==> config.mk <==
export PLATFORM = sky130hd
export DESIGN_NAME = nibble_serial_subtractor
export DESIGN_NICKNAME = d
export VERILOG_FILES = /design/src/rtl/nibble_serial_subtractor.sv
export SDC_FILE = /design/constraint.sdc
export NUM_CORES = 1
export LEC_CHECK = 0
export ABC_CLOCK_PERIOD_IN_PS = 4500
export CORE_ASPECT_RATIO = 1.5
export CORE_MARGIN = 2
export CORE_UTILIZATION = 35
export CTS_BUF_LIST = sky130_fd_sc_hd__clkbuf_8
export DETAILED_ROUTE_END_ITERATION = 10
export HOLD_SLACK_MARGIN = 0.08
export SYNTH_ARGS = -nofsm -noshare
export SYNTH_HDL_FRONTEND = slang
export SYNTH_SLANG_ARGS = --single-unit
==> constraint.sdc <==
create_clock -name clk -period 4.5 [get_ports clk]
set_input_delay 0.9 -clock clk [delete_from_list [all_inputs] [get_ports clk]]
set_output_delay 0.9 -clock clk [all_outputs]
set_load 0.01 [all_outputs]
==> src/rtl/nibble_serial_subtractor.sv <==
// Serial subtractor: diff = a - b - bin, one nibble per clock, LS nibble first.
// Each nibble uses flat 4-bit borrow lookahead; the borrow is registered between nibbles.
module nibble_serial_subtractor #(
    parameter int WIDTH = 16
) (
    input  logic             clk,
    input  logic             rst_n,
    input  logic             in_valid,
    output logic             in_ready,
    input  logic [WIDTH-1:0] a,
    input  logic [WIDTH-1:0] b,
    input  logic             bin,
    output logic             out_valid,
    input  logic             out_ready,
    output logic [WIDTH-1:0] diff,
    output logic             bout
);
    localparam int NIB = WIDTH / 4;
    localparam int CW  = (NIB > 1) ? $clog2(NIB) : 1;

    // Handshake: a transfer happens on a rising edge where valid && ready are both high.
    typedef enum logic [1:0] {
        IDLE = 2'd0,
        RUN  = 2'd1,
        DONE = 2'd2
    } state_t;

    state_t           r_state;
    state_t           w_state_nxt;
    logic [CW-1:0]    r_cnt;
    logic             r_borrow;
    logic [WIDTH-1:0] r_a;
    logic [WIDTH-1:0] r_b;
    logic [WIDTH-1:0] r_diff;
    logic             r_bout;

    logic [CW+1:0]    w_base;
    logic [3:0]       w_an;
    logic [3:0]       w_bn;
    logic [3:0]       w_g;
    logic [3:0]       w_p;
    logic [4:0]       w_br;
    logic [3:0]       w_d;
    logic             w_last;

    assign w_base = {r_cnt, 2'b00};
    assign w_an   = r_a[w_base +: 4];
    assign w_bn   = r_b[w_base +: 4];
    assign w_g    = ~w_an & w_bn;
    assign w_p    = ~(w_an ^ w_bn);
    assign w_last = (r_cnt == CW'(NIB - 1));

    // Every borrow is a flat sum of products of g, p and the registered borrow.
    assign w_br[0] = r_borrow;
    assign w_br[1] = w_g[0] | (w_p[0] & r_borrow);
    assign w_br[2] = w_g[1] | (w_p[1] & w_g[0]) | (w_p[1] & w_p[0] & r_borrow);
    assign w_br[3] = w_g[2] | (w_p[2] & w_g[1]) | (w_p[2] & w_p[1] & w_g[0])
                   | (w_p[2] & w_p[1] & w_p[0] & r_borrow);
    assign w_br[4] = w_g[3] | (w_p[3] & w_g[2]) | (w_p[3] & w_p[2] & w_g[1])
                   | (w_p[3] & w_p[2] & w_p[1] & w_g[0])
                   | (w_p[3] & w_p[2] & w_p[1] & w_p[0] & r_borrow);
    assign w_d = w_an ^ w_bn ^ w_br[3:0];

    always_comb begin
        w_state_nxt = r_state;
        case (r_state)
            IDLE:    if (in_valid) w_state_nxt = RUN;
            RUN:     if (w_last) w_state_nxt = DONE;
            DONE:    if (out_ready) w_state_nxt = IDLE;
            default: w_state_nxt = IDLE;
        endcase
    end

    always_ff @(posedge clk or negedge rst_n) begin
        if (!rst_n) begin
            r_state <= IDLE;
        end else begin
            r_state <= w_state_nxt;
        end
    end

    always_ff @(posedge clk or negedge rst_n) begin
        if (!rst_n) begin
            r_cnt    <= '0;
            r_borrow <= 1'b0;
            r_a      <= '0;
            r_b      <= '0;
            r_diff   <= '0;
            r_bout   <= 1'b0;
        end else begin
            case (r_state)
                IDLE: begin
                    if (in_valid) begin
                        r_a      <= a;
                        r_b      <= b;
                        r_borrow <= bin;
                        r_cnt    <= '0;
                    end
                end
                RUN: begin
                    r_diff[w_base +: 4] <= w_d;
                    r_borrow            <= w_br[4];
                    r_cnt               <= r_cnt + CW'(1);
                    if (w_last) begin
                        r_bout <= w_br[4];
                    end
                end
                default: ;
            endcase
        end
    end

    // Outputs come only from registers and state decode.
    assign in_ready  = (r_state == IDLE);
    assign out_valid = (r_state == DONE);
    assign diff      = r_diff;
    assign bout      = r_bout;
endmodule

==> qor.yml <==
outcome: "completed"
power_frac_comb_pct: 53.5
peakVddDrop_mv: 0.328
wl_per_cell_um: 13.4
p_clk_share_pct: 10.7
clock-root-buffer: "clkbuf_8"
topRoutingLayerUsed: "met4"
ys_ff_latch: 54
route.detailed.drc: 0
grt_start_max_net_pins: 44
period_share_pct: 62.9
tightest_slew_ns: 1.12
ant_nets: 0
hold_buffers: 0
start_util_pct: 35.5
synth_mux_area_share_pct: 7.56
p_int_uw: 1370
finClkSkew_ns: 0.00970
clk_latency_ns: 0.31
synth_edf_count: 0
synth_fa_ha_area_share_pct: 5.73
required_ns: 4.75
crit_fanout: 19
num_rows: 38
cp-endpoint: "diff[11]"
routed_wl_um: 5250
synth_area_leaders: "dfrtp_1 (53%), nand2_1 (17%), mux4_2 (7.1%), ha_1 (4.9%), o21ai_0 (2.6%)"
critPathTopFamily: "flip-flops"
grt_pass1_vias: 1951
crit_type: "flip-flop to flip-flop"
cts_buffers: 5
io_buffers: 55
fmax_mhz: 353
path_buf_inv: 1
syn_inst: 258
drive_above_1_share_pct: 6.45
period_needed_ns: 2.83
dp_hpwl_um: 3870
antenna_found_initial: 0
vias_per_cell: 4.86
end_kind: "flip-flop"
post_cts_resized: 0
synth_area_leader_cell: "dfrtp_1"
vias: 1894
p_leak_uw: 0.00155
critPathArrivalTime_ns: 3.08
die_x_um: 73.4
timing.rr.end: "diff[11]"
synth_xor_area_share_pct: 0.346
cp_slowest_cell: "dfrtp_1"
synth_nets: 306
cts_setup_buffers: 0
gp_congestion: 0.821
synthArstFlopShare_pct: 100
antenna_cells: 0
stdcell_count: 390
fill_cells: 732
final_hold_viol_count: 0
hold_class: "input pin to async pin"
ff2ff_setup_slack_ns: 1.67
grt_setup_unrepaired: "false"
core_area_um2: 7130
ys_seq_area_share_pct: 53.4
seqPwrFrac_pct: 35.8
r2r_start: "r_cnt[0]"
slew-limit-headroom_pct: 25.5
dieArea_um2: 7940
synth_warnings: 0
ys.flop_type: "dfrtp_1"
postSynthAreaPerCell_um2: 9.81
slew_viol_final: 0
startpoint: "r_cnt[0]"
drtPass1Iterations: 4
clock-sinks: 54
cp-start-kind: "flip-flop"
wl_met2_um: 2710
setup_viol: 0
finalSetupTns_ns: 0
htree_levels: 2
crit_cells: 7
reg2reg_depth: 7
met3WireLength_um: 172
design.portCount: 56
wl_met1_um: 2270
synth_top_area_share_pct: 53.4
syn-cell-area_um2: 2530
synth_compound_area_share_pct: 7.51
drt_first_iter_violations: 92
cts_tree: "done"
slowest_delay_ns: 0.89
p_sw_uw: 1010
swShare_pct: 42.3
dp_cells: 383
powerDensity_nw_per_um2: 743
grt_overflow: 0
synthSimpleGateAreaFrac_pct: 21.8
syn2layout_area_growth_pct: 26.6
synth.distinct_cells: 30
synth_top_family_by_area: "simple AND/OR/NAND/NOR gates"
layout.nets: 358
crit_chain: "mux4_2, inv_1, ha_1, a211oi_1, nor2_1, o311ai_4, a32o_1"
grtUsageTotal_pct: 14.6
maxCapViolCount: 0
path_clk_slew_ns: 0.10
die_y_um: 108
clk_path_buf_depth: 2
grt_pass1_wl_um: 8890
-- worst register-to-register path: cells and delay by family (launching register included) --
family                     cells  cell delay (ns)
adders and majority gates      1             0.26
and+or+nand+nor                1             0.13
muxes                          1             0.60
AOI/OAI and AO/OA              3             0.79
DFF                            1             0.89
buffers and inverters          1             0.12
-- power by group through the flow --
stage / Sequential [uW] / Clock [uW] / Combinational [uW]
after CTS: 861 / 264 / 1290
final: 853 / 254 / 1270
after detailed placement: 868 / 0 / 1290
after global routing: 886 / 281 / 1420
after global placement: 864 / 0 / 1240
after floorplan: 814 / 0 / 924
-- kinds of logic (layout without fill, tap and decap cells) --
kind of cell,after synthesis,count (layout)
compound gates,27,27
xor+xnor,1,1
fa+ha+maj,11,11
buf+inv,20,72
flops,54,54
mux,9,9
simple gates,136,136
-- state kept, by name (all words and copies together), names as in the netlist --
| name | cells |
|---|---|
| bout | 1 |
| diff | 16 |
| r_a | 16 |
| r_b | 16 |
| r_borrow | 1 |
| r_cnt | 2 |
| r_state | 2 |
-- cells in the final DEF (no fill, tap or decap), types with 3 or more instances in the layout --
cell type        synthesis  final
dfrtp_1                 54     54
nand2_1                117    117
clkdlybuf4s50_1          0     54
o21ai_0                 13     13
inv_1                    9      9
a22o_1                   3      3
nand4_1                  3      3
ha_1                    10     10
clkbuf_8                 0      5
o21ai_1                  3      3
nor2_1                   4      4
mux4_2                   8      8
-- metal layers --
layer  GRT usage, %  vias up
met4           5.84        0
met3           2.61        6
li1               -      942
met1           17.3      903
met2           25.7       43
met5              0        -
-- area by class of cell --
class	count	area, um^2	share of cell area (%)
multi-input cells	184	1090	34.0
well taps	80	100	3.12
repair buffers	56	553	17.3
inverters	9	33.8	1.05
clock inverters	2	10.0	0.312
flip-flops and latches	54	1350	42.2
clock buffers	5	68.8	2.15
-- synthesized netlist by cell type, types with 3 or more instances --
cell type	number
nand2_1	117
dfrtp_1	54
o21ai_0	13
ha_1	10
inv_1	9
mux4_2	8
buf_2	7
nor2_1	4
a22o_1	3
nand4_1	3
o21ai_1	3
-- per-stage QoR --
step / cell area [um^2] / total power (uW) / util [%] / worst slack, ns / hold WS (ns)
floorplan: 2530 / 1740 / - / 2.16 / 0.440
global placement: 3130 / 2100 / 43.8 / 1.69 / 0.455
detailed placement: 3130 / 2160 / 43.8 / 1.62 / 0.459
CTS: 3210 / 2420 / 44.9 / 1.60 / 0.459
global route: 3210 / 2580 / 44.9 / 1.46 / 0.467
finish: 3210 / 2380 / 44.9 / 1.67 / 0.457
-- worst min path at each step --
| stage | startpoint | to | slack, ns | cells after the start |
|---|---|---|---|---|
| after floorplan | r_a[10] | r_a[10] | 0.44 | 2 |
| after global placement | r_b[13] | r_b[13] | 0.46 | 2 |
| after detailed placement | r_a[14] | r_a[14] | 0.46 | 2 |
| after CTS | rst_n | r_a[5] | 0.46 | 1 |
| after global routing | rst_n | r_a[5] | 0.47 | 1 |
| final | rst_n | r_a[4] | 0.46 | 1 |
Note: power is estimated with default switching activity, not from simulation.
